[src/rtl/gate_response_monitor.sv]
// rtl/gate_response_monitor.sv - rebuilds a two-input gate truth table from observed samples and grades it
module gate_response_monitor #(
  parameter logic [3:0] EXP_TT  = 4'b0110,
  parameter int         TIMEOUT = 16
) (
  input  logic       clk,
  input  logic       rst_n,
  input  logic       start,
  input  logic       valid,
  input  logic       a,
  input  logic       b,
  input  logic       out,
  output logic       busy,
  output logic       done,
  output logic       pass,
  output logic       timeout,
  output logic       conflict,
  output logic [3:0] tt,
  output logic [3:0] seen,
  output logic [3:0] mismatch_cnt
);

  typedef enum logic [1:0] {
    S_IDLE,
    S_CAPTURE,
    S_DONE
  } state_t;

  // idle counter compares against TIMEOUT-1 so done lands exactly TIMEOUT edges after the last sample
  localparam logic [7:0] IDLE_LAST = 8'(TIMEOUT - 1);

  state_t     state;
  logic [7:0] idle_cnt;

  logic [1:0] idx;
  logic [3:0] tt_upd;
  logic [3:0] seen_upd;
  logic       conflict_upd;
  logic [3:0] mis_upd;

  // results as they would look if the current sample were accepted
  always_comb begin
    idx          = {a, b};
    tt_upd       = tt;
    tt_upd[idx]  = out;
    seen_upd     = seen | (4'b0001 << idx);
    conflict_upd = conflict | (seen[idx] & (tt[idx] != out));
    mis_upd      = mismatch_cnt;
    if ((out != EXP_TT[idx]) && (mismatch_cnt != 4'hF)) begin
      mis_upd = mismatch_cnt + 4'd1;
    end
  end

  // capture state machine; every output is a register updated here
  always_ff @(posedge clk or negedge rst_n) begin
    if (!rst_n) begin
      state        <= S_IDLE;
      idle_cnt     <= 8'd0;
      busy         <= 1'b0;
      done         <= 1'b0;
      pass         <= 1'b0;
      timeout      <= 1'b0;
      conflict     <= 1'b0;
      tt           <= 4'd0;
      seen         <= 4'd0;
      mismatch_cnt <= 4'd0;
    end else if (start) begin
      // start wins over a same-cycle valid; that sample is dropped
      state        <= S_CAPTURE;
      idle_cnt     <= 8'd0;
      busy         <= 1'b1;
      done         <= 1'b0;
      pass         <= 1'b0;
      timeout      <= 1'b0;
      conflict     <= 1'b0;
      tt           <= 4'd0;
      seen         <= 4'd0;
      mismatch_cnt <= 4'd0;
    end else begin
      case (state)
        S_CAPTURE: begin
          if (valid) begin
            tt           <= tt_upd;
            seen         <= seen_upd;
            conflict     <= conflict_upd;
            mismatch_cnt <= mis_upd;
            idle_cnt     <= 8'd0;
            if (seen_upd == 4'hF) begin
              state <= S_DONE;
              busy  <= 1'b0;
              done  <= 1'b1;
              pass  <= (tt_upd == EXP_TT) && !conflict_upd;
            end
          end else if (idle_cnt == IDLE_LAST) begin
            state   <= S_DONE;
            busy    <= 1'b0;
            done    <= 1'b1;
            timeout <= 1'b1;
            pass    <= 1'b0;
          end else begin
            idle_cnt <= idle_cnt + 8'd1;
          end
        end
        default: begin
          // IDLE and DONE ignore valid; only start moves on
          state <= state;
        end
      endcase
    end
  end

endmodule

[config.mk]
export PLATFORM = sky130hd
export DESIGN_NAME = gate_response_monitor
export DESIGN_NICKNAME = d
export VERILOG_FILES = /design/src/rtl/gate_response_monitor.sv
export SDC_FILE = /design/constraint.sdc
export NUM_CORES = 1
export LEC_CHECK = 0
export CAP_MARGIN = 20
export CORE_MARGIN = 4
export CORE_UTILIZATION = 53
export DETAILED_ROUTE_END_ITERATION = 12
export PLACE_DENSITY_LB_ADDON = 0.25
export SLEW_MARGIN = 20
export SYNTH_ARGS = -nofsm -noshare
export SYNTH_HDL_FRONTEND = slang
export SYNTH_SLANG_ARGS = --single-unit
[constraint.sdc]
create_clock -name clk -period 2.05 [get_ports clk]
set_clock_uncertainty 0.2 [all_clocks]
set_input_delay 0.41 -clock clk [delete_from_list [all_inputs] [get_ports clk]]
set_output_delay 0.41 -clock clk [all_outputs]
set_load 0.02 [all_outputs]
# After elaboration in Yosys (flattened, before gate mapping)
# Index checks and enable logic that the tools add are counted.
[word_totals] regBits=27 output_inout_bits=17 in_bits=7 elab_cells=90
[classes] muxes=48 bitwise=3 reduce_logical=14 n_eq_ne=10 magnitude_cmp=2 add_sub_neg=2 shift=1
[op_table] cell="$mux 4" n=10
[op_table] cell="$mux 8" n=4
[op_table] cell="$mux 1" n=24
[op_table] cell="$mux 2" n=5
[op_table] cell="$reduce_and 3->1" n=3
[op_table] cell="$add 8x1->8 const B" n=1
[op_table] cell="$eq 8x4->1 const B" n=1
[op_table] cell="$reduce_bool 2->1" n=4
[op_table] cell="$bmux 1 s2" n=3
[op_table] cell="$add 4x1->4 const B" n=1
[op_table] cell="$bwmux 4" n=1
[op_table] cell="$eq 4x3->1 const B" n=1
[op_table] cell="$eq 4x4->1 const B" n=1
[op_table] cell="$ne 4x4->1 const B" n=1
[op_table] cell="$or 4x4->4" n=1
[op_table] cell="$reduce_and 2->1" n=2
[op_table] cell="$shl 1x2->4 const A" n=1
[op_table] cell="$logic_and 1x1->1" n=3
[op_table] cell="$lt 2x3->1 const B" n=1
[op_table] cell="$ne 3x2->1 const B" n=1
[op_table] cell="$ne 3x3->1 const B" n=1
[op_table] cell="$reduce_bool 3->1" n=1
[op_table] cell="$demux 1 s2" n=1
[op_table] cell="$eq 2x1->1 const B" n=1
[op_table] cell="6 further kinds" n=7

# Depth between registers and ports, before layout
[logic_depth] ltp_word=11 ltp_mapped=7 depth_no_buf=6

# Least setup slack after synthesis
# Ideal clock, no wire load.
[synth_timing] path_kind="input -> register" from="in a" to="reg mismatch_cnt[3]" arrival_time_ns=1.797 required_ns=1.773 path_slack_ns=-0.024 setup_ns=0.077 n_path_buf=1 cell_stages=6 cell_sequence="clkbuf_1 inv_1 ha_1 xnor2_1 or4_1 a21oi_1"
[synth_between] elab_chain_len=6
[synth_lines] item="start, declared" line_no="10" source="input logic a,"
[synth_lines] item="$bmux 1 s2" line_no="49" source="if ((out != EXP_TT[idx]) && (mismatch_cnt != 4'hF)) begin"
[synth_lines] item="$mux 1 (not written as such)" line_no="49"
[synth_lines] item="$ne 1x1->1" line_no="49"
[synth_lines] item="$logic_and 1x1->1" line_no="49"
[synth_lines] item="$reduce_bool 2->1 (no line)"
[synth_lines] item="$reduce_and 3->1 (no line)"
[synth_lines] item="end signal, assigned" line_no="86" source="mismatch_cnt <= mis_upd;"
[synth_lines] item="end, declared" line_no="20" source="output logic [3:0] mismatch_cnt"
# Every way passes these cells. The select of a mux whose other input is x is not followed.
# A chain may end at the register's enable or synchronous reset.

# Final worst setup path
[layout_timing] from="reg seen[2]" to="out seen[2]"
[layout_rtl] item="start, declared" line_no="19" source="output logic [3:0] seen,"
[layout_rtl] item="start signal, assigned" line_no="84" source="seen <= seen_upd;"
# No word-level cell between the ends.

==> impl_metrics.tcl <==
set metrics [dict create \
    status "finished clean" \
    worstSetupPathType "register to output port" \
    max_slew.worst_pin.slew_ns 0.3295 \
    clk_path_buf_depth 2 \
    yosysTopAreaCell "dfrtp_1" \
    regArea_um2 625.6 \
    hold_viol 0 \
    syn_area_per_cell_um2 10.32 \
    synth_most_common_cell "dfrtp_1" \
    path_max_fanout 4 \
    ir_worst_vdd_v 0.0004086 \
    clk_pin_slew_ns 0.15 \
    vias 1275 \
    cts_tree "yes" \
    cts_buffers 3 \
    instances_no_fill 215 \
    grt_pass1_wl_um 5913 \
    drtIter0Drc 64 \
    critPathLaunchType "register" \
    first_pass_iters 4 \
    timing.rr.start "idle_cnt[5]" \
    die-width_um 60.96 \
    drive_above_1_share_pct 23.24 \
    synthesis.nets 157 \
    fp-row-count 18 \
    rsz0062_at_grt "yes" \
    cts_sinks 25 \
    die_h_um 60.96 \
    nets 199 \
    p_per_area_nw_per_um2 489.1 \
    period_minus_slack_ns 2.023 \
    ys_types 48 \
    hold_buffers 0 \
    slew_violations 0 \
    max_slew_margin_pct 77.75 \
    diodes 0 \
    start_util_pct 57.89 \
    p_leak_nw 0.9050 \
    wl_per_cell_um 16.65 \
    core_um2 2567 \
    grt_pass1_vias 1283 \
    synth_top_area_share_pct 42.09 \
    drc 0 \
    gp_congestion 0.8524 \
    ys.warnings.count 0 \
    setup_viol_count_final 0 \
    crit_chain "clkdlybuf4s50_1" \
    multi_input_area_um2 788.3 \
    postRouteAntennaNets 0 \
    antenna_found_initial 0 \
    seq_area_frac_synth_pct 42.09 \
    grt_max_degree 26 \
    crit_arrival_ns 1.41 \
    hold_path_class "primary input to async pin" \
    synth_area_leaders "dfrtp_1, a21oi_1, ha_1" \
    cpMaxStageDelayCell "clkdlybuf4s50_1" \
    place_inst 211 \
    postCtsSetupRepairBufs 0 \
    port_buffers 23 \
    critPathLaunch "seen[2]" \
    fmax_mhz 494.4 \
    routed_via_density 5.930 \
    area_delta_synth_final_pct 28.37 \
    wirelength_um 3579 \
    synth_edf_count 0 \
    crit_family "buffers and inverters" \
    dpl.hpwl_um 2626 \
    max_stage_delay_ns 0.63 \
    post-route-period-util_pct 98.66 \
    track_usage_pct 21.43 \
    dieArea_um2 3716 \
    root_buffer "clkbuf_4" \
    worstPathRequired_ns 1.44 \
    grt_overflow 0 \
    syn_inst 144 \
    cts.htree.levels 1 \
    path_buf_inv 1 \
    synth_seq_cells 25 \
    maxCapViolCount 0 \
    cp-end-kind "output port" \
    utilization_pct 74.32 \
    synthFlopType "dfrtp_1" \
    netlist_area_um2 1486 \
    async_flop_share_pct 100.0 \
    clk_latency_ns 0.33 \
    fillCellCount 191 \
    pin_count 24 \
    synthTopCellsByCount "dfrtp_1, nor2_1, a21oi_1" \
]
layout make-up:
class | count | share of cell area (%)
inverter | 8 | 1.574
timing repair buffer | 44 | 20.98
clock buffer | 4 | 1.377
sequential | 25 | 32.79
tap | 30 | 1.967
multi-input combinational | 104 | 41.31
layout by cell type, fill, tap and decap left out, types with 2 or more instances in the layout:
cell | synthesis | final
dlygate4sd2_1 | 0 | 2
dfrtp_1 | 25 | 25
clkdlybuf4s50_1 | 0 | 15
xnor2_1 | 5 | 4
nand3_1 | 5 | 5
xor2_1 | 4 | 4
o21ai_1 | 2 | 2
mux2i_1 | 4 | 4
o221ai_1 | 2 | 2
and3_1 | 2 | 2
a21oi_1 | 15 | 15
nor2_1 | 17 | 17
inv_1 | 8 | 8
clkbuf_4 | 0 | 3
buf_4 | 0 | 21
or3_1 | 2 | 2
nand2_1 | 4 | 4
o211ai_1 | 3 | 3
a32o_1 | 3 | 3
dlymetal6s2s_1 | 0 | 6
ha_1 | 6 | 5
mux2_2 | 2 | 2
o22ai_1 | 2 | 2
cells by family (layout without fill, tap and decap cells):
family                   after synthesis  in the layout  share of synthesized area [%]
multiplexers                           6              6                          4.209
adder cells (fa/ha/maj)                6              6                          5.050
AO/OA/AOI/OAI                         38             38                          20.03
XOR/XNOR                               9              9                          5.303
flip-flops                            25             25                          42.09
AND/OR/NAND/NOR                       45             45                          17.76
buffers and inverters                 15             56                          5.555
routing by layer:
metal	up-vias	global-route usage, %	wire length, µm
met3	9	2.979	213
met2	47	34.96	1685
met1	613	29.31	1627
met4	0	7.121	53
met5	-	0	0
li1	606	-	-
flip-flops by register name, indices dropped and copies added, names as in the netlist:
signal	flops
idle_cnt	8
mismatch_cnt	4
seen	4
tt	4
state	2
conflict	1
pass	1
timeout	1
path summary, 6_finish.rpt:
check,endpoint,slack (ns),cells past startpoint
worst min register to register,timeout,0.32,2
worst max register to register,idle_cnt[3],0.13,5
worst max-delay path,seen[2],0.03,1
min in group clk,timeout,0.32,2
max in group asynchronous,mismatch_cnt[0],1.17,2
worst min-delay path,state[0],0.21,2
stage by stage:
step / cell area [µm²] / total power, W / setup TNS [ns] / setup WS, ns / hold slack, ns
final: 1908 / 0.0009333 / 0 / 0.02740 / 0.2109
after global routing: 1908 / 0.0009803 / -0.01235 / -0.009653 / 0.2216
after CTS: 1891 / 0.0009362 / 0 / 0.01205 / 0.2351
after detailed placement: 1859 / 0.0007065 / -2.151 / -0.3802 / 0.2895
after global placement: 1859 / 0.0006999 / -1.753 / -0.3130 / 0.2849
after floorplan: 1488 / 0.0006177 / 0 / 0.07134 / -0.08559
where the power goes:
group	switching (W)	internal [W]
Clock	0.000157	0.0000763
Sequential	0.0000129	0.000505
Combinational	0.0000977	0.0000849
Total	0.000267	0.000666
what timing repair did:
| action | 4_1_cts | 5_1_grt |
|---|---|---|
| resized for setup | 3 | 7 |
| gates cloned | 0 | 0 |
| endpoints found under the setup margin | 2 | 9 |
| pin swaps | 0 | 1 |
Note: power is estimated with default switching activity, not from simulation.
==> RTL change 1: new RTL, same flow settings <==
Encoding of `state_t`: now one-hot (3 bits for 3 states).
--- a/src/rtl/gate_response_monitor.sv
+++ b/src/rtl/gate_response_monitor.sv
@@ -20,10 +20,10 @@
   output logic [3:0] mismatch_cnt
 );
 
-  typedef enum logic [1:0] {
-    S_IDLE,
-    S_CAPTURE,
-    S_DONE
+  typedef enum logic [2:0] {
+    S_IDLE    = 3'b001,
+    S_CAPTURE = 3'b010,
+    S_DONE    = 3'b100
   } state_t;
 
   // idle counter compares against TIMEOUT-1 so done lands exactly TIMEOUT edges after the last sample
Behaviour: same outputs for any inputs over 10 cycles, from zero or initial values and one cycle with rst_n low; not proved beyond that.
==> RTL change 1 against the unedited design <==
Area after synthesis grew 2.5%. Sequential power increased by 5.4%. Setup slack better by 24 ps. Sequential cell count is 1 higher. Largest power group unchanged. Power is 9.6% higher. Via count rose by 6.7%. Final area up 5.4%. Routed wire length rose by 3.5%.
==> RTL change 1: results (changes against the unedited design) <==
Global routing
  – First-pass GRT wire length: 6.28 mm (was 5.91 mm)
  – Total track usage: 22.4% (was 21.4%)
  – Vias in the first global route: 1,319 (was 1,283)
  – Global routing usage on met2: 38.9% (was 35.0%)

Worst setup path
  – Worst R2R Path Depth: 6 (was 5)
  – Crit path to: pass$_DFFE_PN0P_ (was seen[2])
  – CP startpoint: b (was seen[2]$_DFFE_PN0P_)

Detailed routing
  – Drt wl/cell: 15.8 um (was 16.6 um)
  – Wl on met1: 1.54 mm (was 1.63 mm)
  – Met2 wire length: 1.96 mm (was 1.69 mm)
  – Iteration-0 DRC Markers: 85 (was 64)

Placed design
  – Placer Congestion: 0.864 (was 0.852)
  – Final HPWL DP: 2.72 mm (was 2.63 mm)
  – Pre-CTS WS: -479 ps (was -380 ps)

Logic synthesis
  – Synth Area in Compound Gates: 19.0% (was 20.0%)
  – Synth top area cells: dfrtp_1, a21oi_1, ha_1 (unchanged)
  – Post-synthesis mux area share: 1.31% (was 4.21%)
  – Post-Syn Nets: 172 (was 157)
  – Yosys cell types: 45 (was 48)

Pwr
  – Lkg Pwr: 1.00 nW (was 0.905 nW)
  – Sw frac: 27.7% (was 28.6%)
  – Clk pwr: 0.262 mW (was 0.233 mW)

Cells and area
  – Net count, final: 217 (was 199)

Timing
  – Worst slew pin tran: 480 ps (was 329 ps)

Run status
  – Status: finished clean (unchanged)
RTL change 1: final cells by class:
class,count,area (um2),share of cell area [%]
multi-input combinational,120,841,41.8
sequential,26,652,32.4
timing repair buffer,47,420,20.9
tap,31,38.8,1.93
clock buffer,4,36.3,1.80
inverter,6,22.5,1.12
RTL change 1: through the flow:
stage,instances,hold WS (ps),TNS (ps),instance area (um2)
2_1_floorplan,159,-85.6,0,1520
6_report,234,229,0,2010
4_1_cts,231,238,0,1960
3_5_place_dp,226,291,-2660,1900
5_1_grt,234,241,-79.0,2010
3_3_place_gp,226,284,-2040,1900
RTL change 1: what timing repair did:
action / in CTS / in global routing
resized for setup: 10 / 9
endpoints found under the setup margin: 9 / 12
buffers inserted: 1 / 3
hold buffers: 0 / 0
pin swaps: 1 / 3
gates cloned: 0 / 0
RTL change 1: worst max-delay path, delay by kind of cell:
family | cells | cell delay, ps
buf+inv | 3 | 700
simple gates | 2 | 440
compound gates | 3 | 320
fa+ha+maj | 1 | 190
==> RTL change 2: new RTL, same flow settings <==
Made on the original files. Set the parameter `EXP_TT` to 4'b0011 (it was 4'b0110).
--- a/src/rtl/gate_response_monitor.sv
+++ b/src/rtl/gate_response_monitor.sv
@@ -1,6 +1,6 @@
 // rtl/gate_response_monitor.sv - rebuilds a two-input gate truth table from observed samples and grades it
 module gate_response_monitor #(
-  parameter logic [3:0] EXP_TT  = 4'b0110,
+  parameter logic [3:0] EXP_TT  = 4'b0011,
   parameter int         TIMEOUT = 16
 ) (
   input  logic       clk,
Behaviour: not the same (Yosys sat finds a counterexample within 4 cycles, from zero or initial values and one cycle with rst_n low).
==> RTL change 2 against the unedited design <==
Setup slack better by 47 ps. Area after synthesis down 6.4%. Power rose by 1.7%. Routed wire length is 6.2% lower. Sequential power rose by 2%. Highest routed layer unchanged. Final area fell by 2.8%. Sequential cell count did not move.
==> RTL change 2: results (changes against the unedited design) <==
Detailed routing
  – Met2 wire length: 1.64 mm (was 1.69 mm)
  – Routed WL: 3.36 mm (was 3.58 mm)
  – Avg Vias per Cell: 5.77 (was 5.93)
  – DR pass1 iterations: 4 (unchanged)
  – Wl on met1: 1.55 mm (was 1.63 mm)
  – Met3 WL: 149 um (was 213 um)
  – Iteration-0 DRC Markers: 71 (was 64)
  – Drt wl/cell: 15.3 um (was 16.6 um)

Clock network
  – Total CTS buffers: 3 (unchanged)
  – Clk_lat worst skew: 310 ps (was 330 ps)
  – Post-CTS setup buffer count: 0 (unchanged)
  – Worst-path clk slew: 130 ps (was 150 ps)
  – Clock root buffer: clkbuf_4 (unchanged)

Worst setup path
  – Critical Path AT: 1370 ps (was 1410 ps)
  – Worst stage delay on the critical path: 630 ps (about the same)

Global routing
  – GRT met3 Usage: 3.70% (was 2.98%)
  – Total track usage: 21.3% (was 21.4%)
  – M1 GR Usage: 28.9% (was 29.3%)
  – Largest net degree at the start of global routing: 26 (unchanged)
  – Vias in the first global route: 1,262 (was 1,283)
  – Global routing usage on met2: 34.9% (was 35.0%)
  – First-pass GRT wire length: 5.70 mm (was 5.91 mm)
  – Initial antenna violation count: 0 (unchanged)

Logic synthesis
  – Commonest cells post-synth: dfrtp_1, nor2_1, nand2_1 (was dfrtp_1, nor2_1, a21oi_1)
  – Register area share after synthesis: 45.0% (was 42.1%)
  – Post-Syn Nets: 153 (was 157)
  – Syn Area/Cell: 9.66 um2 (was 10.3 um2)
  – Yosys cell types: 41 (was 48)
  – Post-Syn Area: 1390 um2 (was 1490 um2)
  – Synth top area cells: dfrtp_1, nor2_1, mux2i_1 (was dfrtp_1, a21oi_1, ha_1)

Cells and area
  – Share of layout cells above drive strength 1: 18.5% (was 23.2%)
  – # fillers: 181 (was 191)
  – Most flop-heavy register: idle_cnt (unchanged)
  – Number of flip-flops in the largest register: 8 (unchanged)
  – Ant. Diodes: 0 (unchanged)

Pwr
  – Max IR drop VDD: 0.000512 V (was 0.000409 V)
  – Sw frac: 27.7% (was 28.6%)
  – Lkg Pwr: 0.972 nW (was 0.905 nW)
  – Clock Power Share: 22.4% (was 25.0%)
  – Combinational gate power: 0.208 mW (was 0.183 mW)

Run status
  – Status: finished clean (unchanged)

Placed design
  – Final HPWL DP: 2.54 mm (was 2.63 mm)
  – Pre-CTS WS: -525 ps (was -380 ps)
  – Dpl cells: 215 (was 211)
  – Placer Congestion: 0.939 (was 0.852)
  – Placed instance area: 1810 um2 (was 1860 um2)

Timing
  – Worst slew pin tran: 343 ps (was 329 ps)

Worst hold path
  – Hold WC Path Type: input pin to asynchronous set/reset pin (unchanged)

Flow run
  – Max Cap Viol: 0 (unchanged)
RTL change 2: cell types whose count changed after synthesis, sizes merged, moves of 3 or more:
cell / unedited run / this run
nand2: 4 / 9
nor2: 17 / 24
o221ai: 3 / 0
a21oi: 15 / 4
nand3: 6 / 3
inv: 8 / 4
o211ai: 3 / 0
nand4: 0 / 3
ha: 6 / 2
o21ai: 3 / 6
a211oi: 0 / 5
nor2b: 0 / 6
RTL change 2: what timing repair did:
action,CTS,global route
resized for setup,2,11
cloned,0,0
setup endpoints to repair,5,11
RTL change 2: area by class of cell:
class	instances	area (um2)	area share, %
multi-input combinational	109	728	39.2
sequential	25	627	33.8
timing repair buffer	47	422	22.7
tap	30	37.5	2.02
clock buffer	4	26.3	1.42
inverter	4	15.0	0.809
RTL change 2: logic make-up after synthesis:
family	count (synthesis)	synth area share [%]
simple gates	59	21.5
compound gates	30	15.2
flops	25	45.0
buf+inv	10	3.33
xor+xnor	9	5.67
mux	9	7.55
fa+ha+maj	2	1.80
RTL change 2: stage by stage:
step / hold WS, ps / utilization, % / power (mW)
detailed placement: 326 / 72.3 / 0.746
floorplan: -85.6 / - / 0.634
CTS: 254 / 73.3 / 0.960
global placement: 299 / 72.3 / 0.740
global route: 263 / 74.2 / 1.01
finish: 257 / 74.2 / 0.949
RTL change 2: final timing paths:
path,slack (ps),endpoint,cells past startpoint,from
max reg2reg,120,pass$_DFFE_PN0P_,5,idle_cnt[4]$_DFFE_PN0P_
max in group asynchronous,1140,idle_cnt[0]$_DFFE_PN0P_,2,rst_n
min in group clk,350,timeout$_DFFE_PN0P_,2,timeout$_DFFE_PN0P_
max,70,tt[1],1,tt[1]$_DFFE_PN0P_
min,260,idle_cnt[1]$_DFFE_PN0P_,2,rst_n
min reg2reg,350,timeout$_DFFE_PN0P_,2,timeout$_DFFE_PN0P_
